File: src/rtl/dmux4way16_pkg.sv
// rtl/dmux4way16_pkg.sv - shared constants for the 4-way 16-bit router
package dmux4way16_pkg;
    localparam int NUM_CH    = 4;
    localparam int CH_A      = 0;
    localparam int CH_B      = 1;
    localparam int CH_C      = 2;
    localparam int CH_D      = 3;
    localparam int STAT_W    = 16;
    localparam int DEF_WIDTH = 16;
    localparam int DEF_DEPTH = 2;
endpackage

File: src/rtl/dmux_chan_fifo.sv
// rtl/dmux_chan_fifo.sv - per-channel FIFO; push ignored when full, pop ignored when empty
module dmux_chan_fifo #(
    parameter int WIDTH = 16,
    parameter int DEPTH = 2
) (
    input  logic             clk,
    input  logic             rst_n,
    input  logic             push,
    input  logic             pop,
    input  logic [WIDTH-1:0] push_data,
    output logic [WIDTH-1:0] head_data,
    output logic             full,
    output logic             empty
);
    localparam int AW = $clog2(DEPTH);
    localparam int CW = $clog2(DEPTH + 1);
    localparam logic [CW-1:0] FULL_CNT = CW'(DEPTH);

    logic [WIDTH-1:0] mem_q [DEPTH];
    logic [AW-1:0]    wr_ptr_q, wr_ptr_d;
    logic [AW-1:0]    rd_ptr_q, rd_ptr_d;
    logic [CW-1:0]    cnt_q, cnt_d;
    logic             do_push, do_pop;

    assign full      = (cnt_q == FULL_CNT);
    assign empty     = (cnt_q == '0);
    assign do_push   = push & ~full;
    assign do_pop    = pop & ~empty;
    assign head_data = mem_q[rd_ptr_q];

    // DEPTH is a power of two, so pointer increments wrap naturally.
    always_comb begin
        wr_ptr_d = wr_ptr_q;
        rd_ptr_d = rd_ptr_q;
        cnt_d    = cnt_q;
        if (do_push) wr_ptr_d = wr_ptr_q + 1'b1;
        if (do_pop)  rd_ptr_d = rd_ptr_q + 1'b1;
        if (do_push && !do_pop)      cnt_d = cnt_q + 1'b1;
        else if (do_pop && !do_push) cnt_d = cnt_q - 1'b1;
    end

    always_ff @(posedge clk or negedge rst_n) begin
        if (!rst_n) begin
            wr_ptr_q <= '0;
            rd_ptr_q <= '0;
            cnt_q    <= '0;
        end else begin
            wr_ptr_q <= wr_ptr_d;
            rd_ptr_q <= rd_ptr_d;
            cnt_q    <= cnt_d;
        end
    end

    // Storage needs no reset: the head is masked by the top while empty.
    always_ff @(posedge clk) begin
        if (do_push) mem_q[wr_ptr_q] <= push_data;
    end
endmodule

File: src/rtl/dmux4way16_router.sv
// rtl/dmux4way16_router.sv - 1-to-4 buffered word router; pop counters built under DMUX4_STATS_EN
module dmux4way16_router
    import dmux4way16_pkg::*;
#(
    parameter int WIDTH = DEF_WIDTH,
    parameter int DEPTH = DEF_DEPTH
) (
    input  logic                       clk,
    input  logic                       rst_n,
    input  logic [WIDTH-1:0]           in_data,
    input  logic [1:0]                 in_sel,
    input  logic                       in_valid,
    output logic                       in_ready,
    output logic [NUM_CH*WIDTH-1:0]    out_data,
    output logic [NUM_CH-1:0]          out_valid,
    input  logic [NUM_CH-1:0]          out_ready,
    output logic [NUM_CH*STAT_W-1:0]   stat_cnt
);
    logic [NUM_CH-1:0] full, empty, push, pop;
    logic [WIDTH-1:0]  head [NUM_CH];

    // Readiness follows only the selected channel's fullness, never out_ready.
    assign in_ready = ~full[in_sel];

    for (genvar ch = 0; ch < NUM_CH; ch++) begin : g_ch
        assign push[ch]      = in_valid & in_ready & (in_sel == 2'(ch));
        assign out_valid[ch] = ~empty[ch];
        assign pop[ch]       = out_valid[ch] & out_ready[ch];
        assign out_data[ch*WIDTH +: WIDTH] = out_valid[ch] ? head[ch] : '0;

        dmux_chan_fifo #(
            .WIDTH (WIDTH),
            .DEPTH (DEPTH)
        ) u_fifo (
            .clk       (clk),
            .rst_n     (rst_n),
            .push      (push[ch]),
            .pop       (pop[ch]),
            .push_data (in_data),
            .head_data (head[ch]),
            .full      (full[ch]),
            .empty     (empty[ch])
        );

`ifdef DMUX4_STATS_EN
        logic [STAT_W-1:0] stat_q, stat_d;

        assign stat_d = pop[ch] ? stat_q + 1'b1 : stat_q;

        always_ff @(posedge clk or negedge rst_n) begin
            if (!rst_n) stat_q <= '0;
            else        stat_q <= stat_d;
        end

        assign stat_cnt[ch*STAT_W +: STAT_W] = stat_q;
`endif
    end

`ifndef DMUX4_STATS_EN
    assign stat_cnt = '0;
`endif
endmodule

File: config.mk
export PLATFORM = sky130hd
export DESIGN_NAME = dmux4way16_router
export DESIGN_NICKNAME = d
export VERILOG_FILES = /design/src/rtl/dmux4way16_pkg.sv /design/src/rtl/dmux_chan_fifo.sv /design/src/rtl/dmux4way16_router.sv
export SDC_FILE = /design/constraint.sdc
export NUM_CORES = 1
export LEC_CHECK = 0
export BUFFER_PORTS_ARGS = -buffer_cell sky130_fd_sc_hd__clkbuf_2
export CORE_UTILIZATION = 51
export CTS_CLUSTER_SIZE = 10
export DETAILED_ROUTE_END_ITERATION = 8
export PLACE_DENSITY = 0.77
export RECOVER_POWER = 50
export SLEW_MARGIN = 20
export SYNTH_ARGS = -nofsm -noshare
export SYNTH_HDL_FRONTEND = slang
export SYNTH_SLANG_ARGS = --single-unit
File: constraint.sdc
create_clock -name clk -period 3.25 [get_ports clk]
set_clock_uncertainty 0.2 [all_clocks]
set_input_delay 0.1625 -clock clk [delete_from_list [all_inputs] [get_ports clk]]
set_output_delay 0.1625 -clock clk [all_outputs]
set_load 0.01 [all_outputs]
==> impl_results.md, run 1 <==
- TritonRoute pass-1 iters: 9
- Slowest CP cell: dfrtp_1
- Max-slew violation count: 0
- Biggest cell delay along the critical path: 0.99 ns
- CTS root buffer: clkbuf_16
- Clock power share: between 30% and 40%
- Cell count after synthesis: between 400 and 500
- Clock sink count: 144
- Synth-to-layout area growth: 18.5%
- CP cell instances: mux2i_1, nor2_1, clkbuf_2
- Area of the multi-input gates: ~1600 um^2
- Maximum resistive drop on vdd: around 570 uV
- Vias: 3381
- Register area: between 4000 and 5000 um^2
- Failing checks: design-rule violations
- Distinct cells, synth: 27
- Max-Cap Viols: 0
- Post-CTS setup buffer count: 0
- Part of the power in registers: around 40%
- Initial DRC count: roughly 220
- P_int: 0.00440 W
- Placeable core area: roughly 12000 um^2
- Chip width: 112 um
- Commonest non-fill, non-tap cell in the layout: edfxtp_1
- CP Max Fanout: 17
- Total track usage: 19.8%
- Crit path required time: approximately 2.9 ns
- Row count: 39
- Hold Crit Class: input pin to register
- Synth Area per Inst: about 15 um^2
- WS Path Type: register to output port
- Syn. warnings: 0
- Final instance area: approximately 7400 um^2
- Most frequent cells in the layout: edfxtp_1, clkbuf_2, nor2_1, mux2i_1, conb_1
- Vias in the first global route: ~3300
- Critical path arrival: slightly below 2 ns
- Count of final hold-check violations: 0
- Largest net degree at the start of global routing: 18
- Detailed Place HPWL: approximately 7.3 mm
- Post-synthesis sequential area ratio: 68.4%
- Static Leak: ~3.0 nW
- Diode count: 0
- Nets: between 500 and 600
- H-tree depth: 4
- TritonCTS clock tree: built
- Clk buf depth: 2
- Worst-Skew Late Latency: between 0.4 and 0.5 ns
- Comb pwr share: between 20 and 30%
- Tmin final: 2.36 ns
- # setup viols final: 0
- Fill cells: about 860
- Die area: 12600 um^2
- First-pass GRT wire length: between 15 and 20 mm
- Initial Util: 53.4%
- Clock-pin slew on the worst setup and hold paths: approximately 0.06 ns
- Pwr/cell area: slightly below 900 nW/um^2
- Net switching power: 0.00207 W
- Boundary Pins: roughly 160
- Residual DRC: 14
- Worst-margin pin slew: 1.03 ns
- #FFs+latches synth: 144
- Area after DPL: 6530 um^2
- Worst path top cell family by delay: flip-flops
- Status: finished, violations left
- Reg-to-reg slack, setup: 0.93 ns
- Setup_tns: 0 ns
- Number of I/O port buffers: 93
- CP endpoint kind: output port
- Slew headroom: between 30% and 40%
- # hold bufs at CTS: 23
- Startpoint Class: register
- F_max: approximately 420 MHz
- Antenna Nets Post-Route: 0
- DR vias/cell: between 4 and 5
- WL/cell: between 15 and 20 um
- Fraction of layout instances using a drive strength above 1: around 22%
- Die Y-Extent: roughly 110 um
- WL final: between 10 and 15 mm
- PostCTS Resize Cnt: 0
- CTS buffer count: 17
- Total grt overflow: 0
- Bufs and invs on worst path: 1
- Initial antenna violation count: 0
- RSZ-0062 raised after global routing: false
- Period utilization: 72.5%
- RePlAce Congestion: 0.745
- Sw Ratio: ~32%
- Post-Synthesis Cell Area: 6200 um^2
-- worst register-to-register path, cell delays in order (launching register included) --
cell and delay (ns):
dfrtp_1 0.45, nor2b_1 0.20, nor3_1 0.38, and2_1 0.71
-- metal layers --
metal	GRT usage [%]	vias to the layer above	part of all wire, %
met5	0	-	0
met3	5.99	16	6.9
met4	6.31	0	1.3
met2	33.0	183	49
met1	25.0	1626	42
li1	-	1556	-
-- power groups by stage --
| stage | Clock (W) | Combinational [W] | Sequential (W) |
|---|---|---|---|
| after detailed placement | 0 | 0.00178 | 0.00264 |
| final | 0.00209 | 0.00178 | 0.00260 |
| after global placement | 0 | 0.00176 | 0.00262 |
| after global routing | 0.00220 | 0.00195 | 0.00264 |
| after CTS | 0.00212 | 0.00182 | 0.00261 |
| after floorplan | 0 | 0.00144 | 0.00239 |
-- registers in the layout, summed over array words and instances (netlist names) --
register              count
g_ch.u_fifo.cnt_q         8
g_ch.u_fifo.rd_ptr_q      4
g_ch.u_fifo.wr_ptr_q      4
g_ch.u_fifo.mem_q       128
-- synthesized netlist by cell type (all sizes together) --
library cell | n | area share, %
edfxtp | 128 | 62
buf | 77 | 9.2
nor2 | 72 | 4.5
mux2i | 64 | 10
dfrtp | 16 | 6.5
xor2 | 12 | 2.1
xnor2 | 8 | 1.1
and2 | 4 | 0.40
ha | 4 | 0.81
inv | 4 | 0.24
nand2b | 4 | 0.52
o21ai | 4 | 0.32
and2b | 3 | 0.36
and4 | 1 | 0.18
and4b | 1 | 0.22
and4bb | 1 | 0.26
conb | 1 | 0.060
mux4 | 1 | 0.36
nand2 | 1 | 0.060
nor2b | 1 | 0.14
nor3 | 1 | 0.26
nor4 | 1 | 0.10
-- final cells by class --
cell class,count,area share (%)
inverters,4,0.204
flip-flops and latches,144,57.7
repair buffers,117,9.22
clock inverters,14,2.89
well taps,143,2.43
clock buffers,18,5.84
multi-input cells,247,21.7
-- logic make-up after synthesis --
family	synth area share, %
flops	68.4
compound gates	0.323
fa+ha+maj	0.807
buf+inv	9.46
xor+xnor	3.19
other cells	0.0605
mux	10.7
simple gates	7.04
-- path summary, 6_finish.rpt --
kind                                               from                          end  depth (start not counted)
worst max-delay path            g_ch[1].u_fifo.rd_ptr_q                 out_data[28]                          3
worst min-delay path                           in_valid      g_ch[2].u_fifo.wr_ptr_q                          3
worst max register to register  g_ch[1].u_fifo.cnt_q[1]  g_ch[1].u_fifo.mem_q[1][11]                          3
worst min register to register  g_ch[1].u_fifo.wr_ptr_q      g_ch[1].u_fifo.wr_ptr_q                          1
max in group asynchronous                         rst_n      g_ch[0].u_fifo.rd_ptr_q                          2
min in group asynchronous                         rst_n      g_ch[0].u_fifo.cnt_q[0]                          2
-- per-stage QoR --
step                setup slack [ns]  std cells  utilization, %  power [W]  hold WS (ns)
floorplan                      0.372        472               -    0.00382        -0.333
global placement                1.14        632            56.2    0.00438       -0.0952
detailed placement              1.07        632            56.2    0.00442       -0.0918
CTS                            0.855        687            63.7    0.00655       0.00899
global route                   0.780        687            63.3    0.00679        0.0555
finish                         0.894        687            63.3    0.00647        0.0473
(Power assumes the default switching activity.)
==> run 2: changes to the inputs <==
==> constraint.sdc (replaced) <==
create_clock -name clk -period 2.4 [get_ports clk]
set_clock_uncertainty 0.2 [all_clocks]
set_input_delay 0.12 -clock clk [delete_from_list [all_inputs] [get_ports clk]]
set_output_delay 0.12 -clock clk [all_outputs]
set_load 0.01 [all_outputs]
==> run 2 against run 1 <==
Compared with the run above:
- the flow still finishes with violations (design-rule violations)
- via count is 2.3% higher
- setup slack worse by 0.67 ns
- combinational power is 51% higher
- critical path depth is 1 higher
- non-clock buffer count is 14 higher
- count of clock-buffer cells in the layout is 4 higher
- register-to-register slack worse by 0.61 ns
- clock power is 25% higher
- total power is 33% higher
- flip-flop and latch count stayed put
==> impl_results.md, run 2 (synthesis gave the netlist of run 1 again) <==
- Status: finished, violations left
- Failing checks: design-rule violations
- Dpl ws: 0.408 ns (-0.661 ns)
- Fraction of layout instances using a drive strength above 1: 22.9% (+1.4 points)
- Residual DRC: 20 (+6)
- Area after DPL: 6620 um^2 (+1.4%)
- Startpoint Class: register
- Clk buf depth: 2 (unchanged)
- Antenna Nets Post-Route: 0 (unchanged)
- Reg-to-reg slack, setup: 0.32 ns (-0.61 ns)
- Placeable core area: 11600 um^2 (unchanged)
- CTS buffer count: 17 (unchanged)
- Commonest non-fill, non-tap cell in the layout: edfxtp_1
- Chip width: 112 um (unchanged)
- Worst-margin pin slew: 0.759 ns (-0.273 ns)
- Pwr/cell area: 1160 nW/um^2 (+31%)
- Critical path arrival: 1.86 ns (-0.13 ns)
- Largest net degree at the start of global routing: 18 (unchanged)
- DR vias/cell: 4.94 (+0.29%)
- # setup viols final: 0 (unchanged)
- Final instance area: 7420 um^2 (+0.99%)
- Count of final hold-check violations: 0 (unchanged)
- Wire length on met2: 5.57 mm (-1.4%)
- Crit path required time: 2.08 ns (-0.81 ns)
- Synth-to-layout area growth: 19.7%
- Number of I/O port buffers: 93 (unchanged)
- TritonRoute pass-1 iters: 8 (-1)
- Vias: 3460 (+2.3%)
- Max-Cap Viols: 0 (unchanged)
- CP endpoint kind: output port
- Top reg by flops: g_ch.u_fifo.mem_q
- Die Y-Extent: 112 um (unchanged)
- Initial antenna violation count: 0 (unchanged)
- First-pass GRT wire length: 17.3 mm (-3.8%)
- Setup_tns: 0 ns (unchanged)
- WS Path Type: register to output port
- Initial Util: 53.4% (unchanged)
- WL final: 11.2 mm (-2.5%)
- RSZ-0062 raised after global routing: false
- Clock sink count: 144 (unchanged)
- Die area: 12600 um^2 (unchanged)
- Max reg flops: 128 (unchanged)
- F_max: roughly 460 MHz
- DRT met1 WL: 4.71 mm (-3.4%)
- Most frequent cells in the layout: edfxtp_1, clkbuf_2, nor2_1, mux2i_1, conb_1
- CP Max Fanout: 13 (-4)
- RePlAce Congestion: 0.724 (-2.9%)
- Total grt overflow: 0 (unchanged)
- Boundary Pins: 158 (unchanged)
- Max-slew violation count: 0 (unchanged)
- Uppermost layer routed: met4
- Detailed Place HPWL: 7.71 mm (+5.7%)
- Power Total: 0.00859 W (+33%)
- WL/cell: 16.0 um (-4.5%)
- CTS root buffer: clkbuf_16
- Clock-pin slew on the worst setup and hold paths: 0.05 ns (about the same)
- Period utilization: 90.6%
- Registers with the most flip-flops: g_ch.u_fifo.mem_q x128, g_ch.u_fifo.cnt_q x8
- Met3 WL post-DR: 750 um (-5.8%)
- Maximum resistive drop on vdd: 617 uV (+7.4%)
- Slew headroom: 49.2% (+18 points)
- Final Util: 63.9% (+0.62 points)
- Initial DRC count: 196 (-9.7%)
- Static Leak: 3.10 nW (+2.3%)
- Total track usage: 18.6% (-1.2 points)
- Row count: 39 (unchanged)
- Fin worst setup slack: 0.224 ns (-0.669 ns)
- Diode count: 0 (unchanged)
- Tmin final: approximately 2.2 ns
- TritonCTS clock tree: built
- Worst-Skew Late Latency: 0.40 ns (about the same)
- Hold Crit Class: register to register
- Nets: 574 (+2.5%)
- H-tree depth: 4 (unchanged)
- Vias in the first global route: 3343 (+2.4%)
[run 2: changes by cell type in the layout (fill, tap and decap cells not counted), sizes merged]
cell,delta
buf,+9
dlygate4sd3,+3
clkinv,+2
inv,-2
clkbuf,+6
bufinv,-2
clkinvlp,-2
[run 2: final timing paths]
path                                          from                           to  depth (start not counted)
setup reg to reg           g_ch[2].u_fifo.cnt_q[0]  g_ch[2].u_fifo.mem_q[0][10]                          3
max in group asynchronous                    rst_n      g_ch[1].u_fifo.rd_ptr_q                          3
min in group asynchronous                    rst_n      g_ch[0].u_fifo.wr_ptr_q                          3
hold / removal             g_ch[3].u_fifo.rd_ptr_q      g_ch[3].u_fifo.rd_ptr_q                          1
hold reg to reg            g_ch[3].u_fifo.rd_ptr_q      g_ch[3].u_fifo.rd_ptr_q                          1
setup / recovery           g_ch[2].u_fifo.rd_ptr_q                 out_data[41]                          4
[run 2: timing repair]
action | CTS | global route
hold buffers | 26 | 0
endpoints found under the hold margin | 152 | 0
setup buffers | 0 | 0
gates resized for setup | 0 | 0
[run 2: per-layer routing]
layer	up-vias	GRT usage, %
met5	-	0
met4	0	7.20
met3	13	4.81
met2	176	30.8
met1	1676	23.8
li1	1595	-
[run 2: metrics by stage]
stage | instances | hold slack, ns
CTS | 701 | 0.309
global placement | 643 | -0.134
floorplan | 472 | -0.376
global route | 701 | 0.305
finish | 701 | 0.291
detailed placement | 643 | -0.128
[run 2: layout make-up]
| cell class | count | area, um^2 |
|---|---|---|
| sequential | 144 | 4240 |
| multi-input combinational | 247 | 1600 |
| inverter | 4 | 15.0 |
| fill | 853 | 4190 |
| clock buffer | 22 | 464 |
| clock inverter | 10 | 135 |
| timing repair buffer | 131 | 788 |
| tap | 143 | 179 |
[run 2: where the power goes]
part / internal [W] / leakage [nW] / switching [W]
sequential: 0.00304 / 1.35 / 0.000248
combinational: 0.00112 / 1.46 / 0.00157
clock: 0.00168 / 0.294 / 0.000921
[run 2: worst max-delay path, stage by stage, from the launching register on]
cell and delay (ns):
dfrtp_1 0.77, buf_4 0.28, mux2i_1 0.21, nor2_1 0.06, clkbuf_2 0.14
==> run 3: changes to the inputs <==
--- a/config.mk
+++ b/config.mk
@@ -11,6 +11,7 @@
 export DETAILED_ROUTE_END_ITERATION = 8
 export PLACE_DENSITY = 0.77
 export RECOVER_POWER = 50
+export REMOVE_ABC_BUFFERS = 1
 export SLEW_MARGIN = 20
 export SYNTH_ARGS = -nofsm -noshare
 export SYNTH_HDL_FRONTEND = slang
==> run 3 against run 2 <==
Compared with the run above:
- the flow still finishes with violations (design-rule violations)
- cell area grew 1.1%
- register-to-register slack worse by 0.03 ns
- utilization increased by 0.69 points
- first-iteration DRC count rose by 18%
- clock power fell by 5%
- total power grew 1.1%
- cell count rose by 1.3%
- critical endpoint is now out_data[12]
==> impl_results.md, run 3 (synthesis gave the netlist of run 1 again) <==
- Status: finished, violations left
- Failing checks: design-rule violations
- F_max: 442 MHz (-3.8%)
- Commonest non-fill, non-tap cell in the layout: edfxtp_1
- Hold Crit Class: register to register
- Nets: 583 (+1.6%)
- WHS Endpoint: g_ch[2].u_fifo.wr_ptr_q
- Die area: 12600 um^2 (unchanged)
- Fraction of layout instances using a drive strength above 1: 24.0% (+1.0 points)
- Vias: 3530 (+2.0%)
- Diode count: 0 (unchanged)
- DR vias/cell: 4.97 (+0.73%)
- Number of I/O port buffers: 93 (unchanged)
- RePlAce Congestion: 0.759 (+4.9%)
- Max reg flops: 128 (unchanged)
- WL final: 12.1 mm (+7.8%)
- Largest net degree at the start of global routing: 18 (unchanged)
- Biggest cell delay along the critical path: 0.69 ns (-0.08 ns)
- Vias in the first global route: 3324 (-0.57%)
- Maximum resistive drop on vdd: 603 uV (-2.2%)
- Placeable core area: 11600 um^2 (unchanged)
- Area of the multi-input gates: 1610 um^2 (+0.55%)
- Power Total: 0.00868 W (+1.1%)
- Reg-to-reg endpoint: g_ch[3].u_fifo.mem_q[1][13]
- Antenna Nets Post-Route: 0 (unchanged)
- Reg-to-reg slack, setup: 0.29 ns (-0.03 ns)
- TritonRoute pass-1 iters: 9 (+1)
- Slowest CP cell: nor2_2
- Initial Util: 53.4% (unchanged)
- Critical path arrival: 1.94 ns (+0.08 ns)
- Hold path startpoint: g_ch[2].u_fifo.wr_ptr_q
- Period utilization: 94.3% (+3.6 points)
- Hold depth: 1 (unchanged)
- Tmin final: 2.26 ns (+0.0866 ns)
- Registers with the most flip-flops: g_ch.u_fifo.mem_q x128, g_ch.u_fifo.cnt_q x8
- WL/cell: 17.0 um (+6.4%)
- Max-slew violation count: 0 (unchanged)
- CTS buffer count: 17 (unchanged)
- WS Path Type: register to output port
- Worst r2r path cells: 4 (+1)
- Pwr/cell area: 1160 nW/um^2 (about the same)
- Most frequent cells in the layout: edfxtp_1, clkbuf_2, nor2_1, mux2i_1, conb_1
- Total grt overflow: 0 (unchanged)
- Static Leak: 3.14 nW (+1.2%)
- Clock sink count: 144 (unchanged)
- Worst-margin pin slew: 0.860 ns (+0.101 ns)
- Fill cells: 856 (+0.35%)
- H-tree depth: 4 (unchanged)
- Crit path required time: 2.08 ns (about the same)
- Register area: 4250 um^2 (about the same)
- CP cell instances: nor2_2, nor2_1, clkbuf_2
- FF-to-FF Start: g_ch[3].u_fifo.cnt_q[0]
- Row count: 39 (unchanged)
- First-pass GRT wire length: 17.8 mm (+3.1%)
- Slew headroom: 42.6% (-6.6 points)
- Total track usage: 19.8% (+1.2 points)
- TritonCTS clock tree: built
- Initial antenna violation count: 0 (unchanged)
- CTS root buffer: clkbuf_16
- Detailed Place HPWL: 8.30 mm (+7.7%)
- Post-CTS setup buffer count: 0 (unchanged)
- Residual DRC: 16 (-20%)
- Die Y-Extent: 112 um (unchanged)
- Count of final hold-check violations: 0 (unchanged)
- Startpoint Class: register
- Clk buf depth: 2 (unchanged)
- Worst-Skew Late Latency: 0.41 ns (about the same)
- Hold WS: 0.313 ns (+0.0221 ns)
- # setup viols final: 0 (unchanged)
- Top reg by flops: g_ch.u_fifo.mem_q
- Setup_tns: 0 ns (unchanged)
- RSZ-0062 raised after global routing: false
- Chip width: 112 um (unchanged)
- CP Max Fanout: 17 (+4)
- Boundary Pins: 158 (unchanged)
- Initial DRC count: 232 (+18%)
- Clock-pin slew on the worst setup and hold paths: 0.06 ns (about the same)
- Max-Cap Viols: 0 (unchanged)
- CP endpoint kind: output port
- Synth-to-layout area growth: 21.0%
- Final Util: 64.6% (+0.69 points)
==> run 3: cell count changes in the layout (fill, tap and decap cells not counted), moves of 2 or more <==
cell	before	now
clkbuf_2	80	77
clkinv_4	2	0
clkinv_2	4	2
clkbuf_1	19	23
clkbuf_16	17	20
bufinv_16	3	0
buf_4	9	14
inv_4	0	4
buf_12	0	2
==> run 3: report_power, final <==
part           internal [W]  switching (W)  total [W]
clock network       0.00156       0.000921    0.00248
registers           0.00304       0.000336    0.00338
logic               0.00121        0.00161    0.00282
==> run 3: metal layers <==
| metal | vias to the layer above | global-route usage [%] | wire (um) |
|---|---|---|---|
| met5 | - | 0 | 0 |
| met4 | 0 | 5.87 | 86 |
| met3 | 11 | 4.43 | 734 |
| met2 | 181 | 34.3 | 6190 |
| met1 | 1733 | 25.2 | 5060 |
| li1 | 1605 | - | - |
==> run 3: worst max-delay path by stage <==
| stage | from | to | slack (ns) | cells past startpoint |
|---|---|---|---|---|
| floorplan | g_ch[1].u_fifo.cnt_q[1] | g_ch[1].u_fifo.mem_q[0][0] | -0.49 | 2 |
| global placement | g_ch[0].u_fifo.cnt_q[1] | out_data[12] | 0.57 | 3 |
| detailed placement | g_ch[0].u_fifo.cnt_q[1] | out_data[12] | 0.56 | 3 |
| CTS | g_ch[0].u_fifo.cnt_q[0] | out_data[12] | 0.11 | 3 |
| global route | g_ch[0].u_fifo.cnt_q[0] | out_data[12] | 0.03 | 3 |
| finish | g_ch[0].u_fifo.cnt_q[1] | out_data[12] | 0.14 | 3 |
==> run 3: repair_timing <==
item	CTS	global route
hold endpoints to repair	152	0
setup endpoints to repair	0	1
gates resized for setup	0	1
hold buffers	27	0
==> run 3: cell type report <==
class,count,share of cell area (%)
Sequential cell,144,56.6
Multi-Input combinational cell,247,21.4
Timing Repair Buffer,140,11.7
Clock buffer,25,7.19
Tap cell,143,2.38
Clock inverter,7,0.567
Inverter,4,0.200
==> run 3: worst max-delay path: cells and delay by family (launching register included) <==
family | cells | cell delay [ns]
and+or+nand+nor | 2 | 0.92
DFF | 1 | 0.42
buffers and inverters | 1 | 0.19
==> run 3: stage by stage <==
| step | setup slack [ns] | std cells | instance area (um^2) |
|---|---|---|---|
| 4_1_cts | 0.112 | 710 | 7540 |
| 3_3_place_gp | 0.572 | 651 | 6690 |
| 6_report | 0.138 | 710 | 7500 |
| 2_1_floorplan | -0.485 | 395 | 5870 |
| 3_5_place_dp | 0.562 | 651 | 6690 |
| 5_1_grt | 0.0290 | 710 | 7500 |
